$ cat config.mk
export PLATFORM = sky130hd
export DESIGN_NAME = alu_issue_stage
export DESIGN_NICKNAME = d
export VERILOG_FILES = /design/src/rtl/alu_issue_stage_pkg.sv /design/src/rtl/alu_issue_stage.sv
export SDC_FILE = /design/constraint.sdc
export NUM_CORES = 1
export LEC_CHECK = 0
export CORE_MARGIN = 5
export CORE_UTILIZATION = 42
export DETAILED_ROUTE_END_ITERATION = 12
export PLACE_DENSITY = 0.8
export SYNTH_ARGS = -nofsm -noshare
export SYNTH_HDL_FRONTEND = slang
export SYNTH_SLANG_ARGS = --single-unit
$ cat constraint.sdc
create_clock -name clk -period 1.45 [get_ports clk]
set_input_delay 0.145 -clock clk [delete_from_list [all_inputs] [get_ports clk]]
set_output_delay 0.145 -clock clk [all_outputs]
set_load 0.01 [all_outputs]
$ cat src/rtl/alu_issue_stage_pkg.sv
// Opcode encoding shared by the issue stage, the ALU and the bench so
// that all three agree on what each 3-bit opcode means.
package alu_issue_stage_pkg;

  localparam int OP_W = 3;

  typedef enum logic [OP_W-1:0] {
    OP_ADD  = 3'b000,
    OP_SUB  = 3'b001,
    OP_AND  = 3'b010,
    OP_OR   = 3'b011,
    OP_XOR  = 3'b100,
    OP_SHL  = 3'b101,
    OP_SHR  = 3'b110,
    OP_PASS = 3'b111
  } alu_op_e;

endpackage

$ cat src/rtl/alu_issue_stage.sv
// Two-stage valid/ready wrapper around an external combinational ALU:
// stage 1 registers the command and drives the ALU, stage 2 registers the result.
import alu_issue_stage_pkg::*;

module alu_issue_stage #(
  parameter int N     = 16,
  parameter int TAG_W = 4,
  parameter int CNT_W = 16
) (
  input  logic             clk,
  input  logic             rst_n,
  input  logic             in_valid,
  output logic             in_ready,
  input  logic [N-1:0]     in_a,
  input  logic [N-1:0]     in_b,
  input  logic [OP_W-1:0]  in_op,
  input  logic [TAG_W-1:0] in_tag,
  output logic [N-1:0]     alu_a,
  output logic [N-1:0]     alu_b,
  output logic [OP_W-1:0]  alu_op,
  input  logic [N-1:0]     alu_y,
  output logic             out_valid,
  input  logic             out_ready,
  output logic [N-1:0]     out_y,
  output logic [TAG_W-1:0] out_tag,
  output logic             out_zero,
  output logic [CNT_W-1:0] op_count
);

  logic             s1_valid;
  logic [N-1:0]     s1_a;
  logic [N-1:0]     s1_b;
  logic [OP_W-1:0]  s1_op;
  logic [TAG_W-1:0] s1_tag;

  logic             s2_valid;
  logic [N-1:0]     s2_y;
  logic [TAG_W-1:0] s2_tag;
  logic             s2_zero;

  logic s2_free;
  logic s1_adv;
  logic in_fire;
  logic out_fire;

  // in_ready depends only on registered state and out_ready, never on in_valid.
  assign s2_free  = !s2_valid || out_ready;
  assign s1_adv   = s1_valid && s2_free;
  assign in_ready = !s1_valid || s2_free;
  assign in_fire  = in_valid && in_ready;
  assign out_fire = s2_valid && out_ready;

  // Operand registers only load on accept, so the ALU inputs stay quiet when idle.
  always_ff @(posedge clk or negedge rst_n) begin
    if (!rst_n) begin
      s1_valid <= 1'b0;
      s1_a     <= '0;
      s1_b     <= '0;
      s1_op    <= '0;
      s1_tag   <= '0;
    end else if (in_fire) begin
      s1_valid <= 1'b1;
      s1_a     <= in_a;
      s1_b     <= in_b;
      s1_op    <= in_op;
      s1_tag   <= in_tag;
    end else if (s1_adv) begin
      s1_valid <= 1'b0;
    end
  end

  always_ff @(posedge clk or negedge rst_n) begin
    if (!rst_n) begin
      s2_valid <= 1'b0;
      s2_y     <= '0;
      s2_tag   <= '0;
      s2_zero  <= 1'b0;
    end else if (s1_adv) begin
      s2_valid <= 1'b1;
      s2_y     <= alu_y;
      s2_tag   <= s1_tag;
      s2_zero  <= (alu_y == '0);
    end else if (out_fire) begin
      s2_valid <= 1'b0;
    end
  end

  always_ff @(posedge clk or negedge rst_n) begin
    if (!rst_n) begin
      op_count <= '0;
    end else if (out_fire) begin
      op_count <= op_count + 1'b1;
    end
  end

  assign alu_a     = s1_a;
  assign alu_b     = s1_b;
  assign alu_op    = s1_op;
  assign out_valid = s2_valid;
  assign out_y     = s2_y;
  assign out_tag   = s2_tag;
  assign out_zero  = s2_zero;

endmodule

# ---- Yosys cells after proc, flatten, opt, wreduce, memory -nomap -nowiden
# Cells that the tools add are included.
dict set report op_classes {
  add_sub_neg 1
  mul 0
  n_div 0
  order_cmp 0
  eq_ne 0
  n_shift 0
  muxes 4
  n_bitwise 0
  n_reduce_logical 10
}
# operator n
set ops {}
lappend ops {{$add 16x1->16 const B} 1}
lappend ops {{$logic_not 16->1} 1}
lappend ops {{$mux 1} 4}
lappend ops {{$reduce_bool 2->1} 2}
lappend ops {{$logic_and 1x1->1} 3}
lappend ops {{$logic_not 1->1} 2}
lappend ops {{$logic_or 1x1->1} 2}
dict set report totals {
  reg_bits 78
  latchBits 0
  mem_bits_rw 0
  mem_bits_ro 0
  input_bits 59
  out_inout_bits 74
  wordCells 25
  mem_count 0
}

# ---- Logic depth before layout (Yosys ltp)
# Gate-level depths: netlist (run 1).
dict set report depth {
  word_depth 5
  ltp_mapped 5
  depth_no_buf 5
}

# ---- Worst setup path before layout (run 1)
# Ideal clock, no wire load.
dict set report synth_timing {
  kind {register to register}
  startpoint {register s2_valid, in the netlist out_valid}
  endpoint {register s1_b[10], in the netlist alu_b[10]}
  setup_time_ns 0.125
  t_arrival_ns 1.287
  setup_slack_ns 0.038
  path_stages_with_launch 6
  n_path_buf 2
  synth_period_minus_slack_ns 1.412
  cell_sequence {dfrtp_1 -> nand3b_4 -> nand2_4 -> buf_6 -> buf_8 -> mux2_4}
}
dict set report synth_between {
  elab_chain_cells 4
}
# element line
set synth_rtl {}
lappend synth_rtl {{from (decl)} alu_issue_stage.sv:36} ;# logic s2_valid;
lappend synth_rtl {{from (signal assigned)} alu_issue_stage.sv:74} ;# s2_valid <= 1'b0;
lappend synth_rtl {{from (signal assigned)} alu_issue_stage.sv:79} ;# s2_valid <= 1'b1;
lappend synth_rtl {{from (signal assigned)} alu_issue_stage.sv:84} ;# s2_valid <= 1'b0;
lappend synth_rtl {{$logic_not 1->1} alu_issue_stage.sv:47} ;# assign s2_free = !s2_valid || out_ready;
lappend synth_rtl {{$logic_or 1x1->1} alu_issue_stage.sv:47}
lappend synth_rtl {{$logic_or 1x1->1} alu_issue_stage.sv:49} ;# assign in_ready = !s1_valid || s2_free;
lappend synth_rtl {{named net in_ready} alu_issue_stage.sv:13} ;# output logic in_ready,
lappend synth_rtl {{$logic_and 1x1->1} alu_issue_stage.sv:50} ;# assign in_fire = in_valid && in_ready;
lappend synth_rtl {{to (signal assigned)} alu_issue_stage.sv:64} ;# s1_b <= in_b;
lappend synth_rtl {{to (decl)} alu_issue_stage.sv:32} ;# logic [N-1:0] s1_b;
# The timed path passes the listed nets, and every way through them passes these cells.
# A chain may end at the register's enable or synchronous reset.

# ---- Worst setup path after layout (run 1)
dict set report layout_timing {
  startpoint {register op_count[12]}
  endpoint {output port op_count[12]}
}
# element line
set layout_lines {}
lappend layout_lines {{from (decl)} alu_issue_stage.sv:27} ;# output logic [CNT_W-1:0] op_count
lappend layout_lines {{from (signal assigned)} alu_issue_stage.sv:92} ;# op_count <= op_count + 1'b1;
# No word-level cell between the ends.

==> reports/metrics.yaml, run 1 <==
status: "completed"
grtUsageTotal: 0.161
final_cell_area_mm2: 0.00485
drt-vias-per-instance: 4.67
setup.worst_path.start_class: "flip-flop"
die_w_um: 95.6
seq_area_frac_synth: 0.634
cts_max_path_buffers: 2
clkSinkCount: 78
relSlewSlack: 0.741
firstDrtPassIters: 4
worst_path_max_delay_cell: "clkdlybuf4s50_1"
avgSynthCellArea_um2: 15.5
fmax_ghz: 0.712
path_cells: "clkdlybuf4s50_1"
synthCells: 199
final-hold-violation-count: 0
period_needed_ns: 1.40
diodes: 0
crit_family: "buffers and inverters"
drv_slew: 0
grt_pass1_vias: 2273
max_stage_delay_ns: 0.55
path_class: "reg2out"
antenna_found_initial: 0
worstPathRequired_ns: 1.31
r2r_slack_ns: 0.13
overflow: 0
worst-path-buf-inv: 1
cp-endpoint: "op_count[12]"
post-route-drc-count: 0
numPortBuffers: 132
core_mm2: 0.00721
ant_nets: 0
fin_skew_ns: 0.0156
rsz0062_at_grt: "false"
place_area_mm2: 0.00459
rr_endpoint: "s1_tag[2]"
ctsHtreeMaxLevel: 3
ioPinCount: 133
multiInputGateArea_mm2: 0.00107
syn_area_mm2: 0.00308
cellPowerDensity_mw_per_mm2: 1250
clk_pin_slew_ns: 0.08
clockRootBuffer: "clkbuf_8"
grt_pass1_wl_mm: 11.2
start_util: 0.427
finalWirelength_mm: 7.12
setup_violations: 0
grt_max_degree: 38
cp.depth: 1
hpwl_mm: 5.43
gp_congestion: 0.777
n_fill_cell: 558
drtIter0Drc: 20
drv_cap: 0
postSynthNetCount: 259
fin_crit_sh: 0.969
rr_worst_depth: 4
tightest_slew_ns: 0.389
crit_path_start: "op_count[12]"
ys_ff_latch: 78
drive_above_1_share: 0.273
yosys_warnings: 0
critPathCaptureType: "output port"
critPathMaxFanout: 2
areaGrowthSynthToFinish_pct: 57.6
seq_area_mm2: 0.00195
numCtsBuffers: 9
hp-class: "in2async"
die_h_um: 95.6
ir_worst_vdd_mv: 0.631
yosysUniqueCellTypes: 21
finalSetupTns_ns: 0
worstSkewPairLatency_ns: 0.34
die_area_mm2: 0.00915
rows: 31
r2r_start: "out_valid"
p_leak_uw: 0.00216
vias: 2138
cts_tree: "done"
cp.arrival_ns: 1.26
wl_per_cell_um: 15.5
fin_nets: 414
## Yosys cell counts, drive strengths merged
library cell | number | share of area
buf | 6 | 0.018
dfrtp | 78 | 0.63
ha | 1 | 0.0041
inv | 1 | 0.0012
mux2 | 60 | 0.23
nand2 | 10 | 0.015
nand2b | 3 | 0.0061
nand3 | 7 | 0.011
nand3b | 1 | 0.0065
nand4 | 4 | 0.0081
nor2 | 6 | 0.0073
nor3 | 2 | 0.0049
nor4 | 4 | 0.0081
o21ai | 1 | 0.0016
xnor2 | 11 | 0.031
xor2 | 4 | 0.011
## report_power, final
group	internal, µW	switching (µW)
combinational	1090	645
sequential	2530	204
clock	843	770
## flip-flops by register name, summed over array words and instances (netlist names)
register   count
alu_a         16
alu_b         16
op_count      16
out_y         16
out_tag        4
s1_tag         4
alu_op         3
out_valid      1
out_zero       1
s1_valid       1
## cell usage in the layout (no fill, tap or decap), types with 2 or more instances in the layout
master           Yosys  routed
nor4_1               4       4
nand4_1              4       4
mux2_4              10      10
clkinvlp_4           0       2
nor3_2               1       2
buf_4                4      15
nor2_1               6       6
nand3_1              7       7
clkbuf_8             0      10
dlygate4sd2_1        0      10
nand2b_1             3       3
nand2_1              9       9
xnor2_1             11      11
dfrtp_1             78      77
clkdlybuf4s50_1      0     114
mux2_2              50      50
xor2_1               4       4
dlymetal6s2s_1       0       7
buf_12               0       3
## logic make-up after synthesis
| family | share of synthesized area |
|---|---|
| multiplexers | 0.232 |
| adder cells (fa/ha/maj) | 0.00406 |
| AND/OR/NAND/NOR | 0.0670 |
| flip-flops | 0.634 |
| AO/OA/AOI/OAI | 0.00162 |
| buffers and inverters | 0.0195 |
| XOR/XNOR | 0.0426 |
## how the worst min path moves through the flow
stage | cells after the start | end
finish | 2 | out_y[11]
global route | 2 | out_y[1]
CTS | 2 | out_y[1]
detailed placement | 1 | out_y[11]
global placement | 1 | out_y[11]
floorplan | 0 | alu_a[0]
## metal layers
metal | vias up | GRT usage | wire, µm
met3 | 7 | 0.0592 | 658
met5 | - | 0 | 0
met2 | 82 | 0.263 | 3460
li1 | 1000 | - | -
met1 | 1049 | 0.197 | 2920
met4 | 0 | 0.0569 | 78
## final cells by class
type | count | area share
Sequential cell | 78 | 0.402
Timing Repair Buffer | 150 | 0.309
Multi-Input combinational cell | 114 | 0.221
Clock buffer | 11 | 0.0291
Tap cell | 99 | 0.0255
Clock inverter | 5 | 0.0121
Inverter | 1 | 0.000773
## metrics by stage
stage                     utilization  power, µW  cells  hold slack [ns]  setup slack, ns
after CTS                       0.669       6150    457            0.268          0.00325
after detailed placement        0.636       4550    435           0.0958           -0.211
final                           0.673       6080    458            0.269           0.0451
after global placement          0.636       4490    435           0.0943           -0.208
after floorplan                     -       3450    199           -0.151           0.0377
after global routing            0.673       6410    458            0.296          0.00259
## timing repair
action,CTS,global route
endpoints found under the hold margin,27,0
resized for setup,11,8
endpoints found under the setup margin,17,10
setup buffers,5,1
hold buffers,1,0
Power figures use the tool's default switching activity.
==> run 2, diff against run 1 <==
- HOLD_SLACK_MARGIN: unset -> 0.03
- clock period: 1.45 -> 1.3 ns (I/O delays scaled with it)
==> run 2 against run 1 <==
The flow now finishes with violations (setup timing). Power increased by 19%. Cell area grew 5.6%. Clock-buffer cell count stayed put. Hold slack worse by 0.078 ns. Sequential power rose by 12%. Utilization rose by 3.8 points. Global-route usage up 0.19 points. Highest routed layer unchanged.
==> reports/metrics.yaml, run 2 (same netlist as run 1, synthesis figures left out) <==
clockRootBuffer: "clkbuf_8"
vias: 2233  # +4.4%
firstDrtPassIters: 4  # unchanged
core_mm2: 0.00721  # unchanged
worst_path_max_delay_cell: "dfrtp_2"
hpwl_mm: 5.47  # +0.82%
drt-vias-per-instance: 4.74  # +1.6%
rsz0062_at_grt: "true"
areaGrowthSynthToFinish_pct: 66.5
violations: "setup timing"
ioPinCount: 133  # unchanged
critPathCaptureType: "flip-flop"
setup_slack_ns: -0.0571  # -0.102 ns
post-route-drc-count: 0  # unchanged
dp.cells: 444  # +2.1%
cts_max_path_buffers: 2  # unchanged
grt_pass1_vias: 2355  # +3.6%
hold_ws_ns: 0.191  # -0.0784 ns
ir_worst_vdd_mv: 0.861  # +36%
stdcell_count: 471  # +2.8%
cellPowerDensity_mw_per_mm2: 1410  # +12%
numCtsBuffers: 9  # unchanged
pre_cts_slack_ns: -0.417  # -0.205 ns
drv_cap: 0  # unchanged
numPortBuffers: 132  # unchanged
fin_nets: 428  # +3.4%
setup.worst_path.start_class: "flip-flop"
diodes: 0  # unchanged
cp.arrival_ns: 1.58  # +0.32 ns
status: "finished with violations"
hp-class: "in2async"
rows: 31  # unchanged
mostFrequentLayoutCell: "dfrtp_1"
p_leak_uw: 0.00242  # +12%
period_needed_ns: 1.36
power_uw: 7220  # +19%
die_area_mm2: 0.00915  # unchanged
wl_per_cell_um: 16.6  # +7.1%
drive_above_1_share: 0.333  # +0.0604
drtIter0Drc: 32  # +60%
relSlewSlack: 0.758  # +0.0174
finalSetupTns_ns: -0.236  # -0.236 ns
clkSinkCount: 78  # unchanged
tightest_slew_ns: 0.359  # -0.0294 ns
start_util: 0.427  # unchanged
gp_congestion: 0.752  # -3.3%
crit_family: "simple AND/OR/NAND/NOR gates"
finalWirelength_mm: 7.83  # +10%
max_stage_delay_ns: 0.43  # -0.12 ns
drv_slew: 0  # unchanged
die_w_um: 95.6  # unchanged
ctsHtreeMaxLevel: 3  # unchanged
grt_max_degree: 37  # -2.6%
grtUsageTotal: 0.163  # +0.00191
ant_nets: 0  # unchanged
overflow: 0  # unchanged
critPathMaxFanout: 5  # +3
cts_tree: "done"
fin_skew_ns: 0.00735  # -0.00828 ns
grt_pass1_wl_mm: 11.4  # +2.5%
worst-path-buf-inv: 0  # -1
crit_path_frequent_cell: "nand4_1"
path_class: "reg2reg"
setup_violations: 15  # +15
die_h_um: 95.6  # unchanged
clk_pin_slew_ns: 0.08  # about the same
antenna_found_initial: 0  # unchanged
worstSkewPairLatency_ns: 0.34  # about the same
layout_common_cells: "75 x dfrtp_1, 68 x dlygate4sd2_1, 57 x clkdlybuf4s50_1"
fmax_ghz: 0.737
worstPathRequired_ns: 1.53  # +0.22 ns
final-hold-violation-count: 0  # unchanged
path_cells: "nand4_1, nor3_2, nand4_1, xnor2_1"
fin_crit_sh: 1.04
## run 2: report_power, final
part           internal (µW)  total, µW  switching, µW
registers               2820       3050            227
logic                   1210       2020            813
clock network           1320       2150            835
total                   5340       7220           1880
## run 2: what timing repair did
item / in CTS / in global routing
buffers inserted: 4 / 3
endpoints found under the setup margin: 92 / 50
gates cloned: 0 / 4
resized for setup: 81 / 39
hold buffers: 1 / 0
pin swaps: 2 / 9
hold endpoints to repair: 78 / 0
## run 2: stage by stage
stage / instance area (µm²) / utilization
2_1_floorplan: 3080 / -
3_3_place_gp: 4670 / 0.647
3_5_place_dp: 4670 / 0.647
4_1_cts: 4870 / 0.676
5_1_grt: 5130 / 0.711
6_report: 5130 / 0.711
## run 2: area by class of cell
class,instances,area (µm²)
multi-input cells,114,1210
inverters,1,3.75
well taps,99,124
clock inverters,4,95.1
flip-flops and latches,78,1960
clock buffers,11,141
repair buffers,164,1590
fillers,549,2090
## run 2: worst paths after layout
path / start / end / slack (ns) / cells after the start
worst max-delay path: out_valid / op_count[11] / -0.06 / 4
worst min-delay path: rst_n / alu_b[11] / 0.19 / 2
worst max register to register: out_valid / op_count[11] / -0.06 / 4
worst min register to register: op_count[15] / op_count[15] / 0.47 / 1
max in group asynchronous: rst_n / s1_valid / 0.62 / 3
min in group clk: in_a[0] / alu_a[0] / 0.40 / 2
## run 2: per-layer routing
layer,share of wire,vias to the layer above,wire length (µm),GRT usage
met5,0,-,0,0
met4,0.012,0,92,0.0675
met3,0.092,7,723,0.0679
met2,0.51,77,3990,0.263
met1,0.39,1112,3020,0.192
li1,-,1037,-,-
## run 2: worst reg2reg max path, delay by kind of cell, from the launching register on
kind                      cells  cell delay, ns
DFF                           1            0.43
and+or+nand+nor               3            0.66
xor gates and xnor gates      1            0.16
==> run 3, diff against run 2 <==
- SLEW_MARGIN: unset -> 0
==> results of run 3 <==
No change in the layout: final DEF, timing and power equal those of run 2.
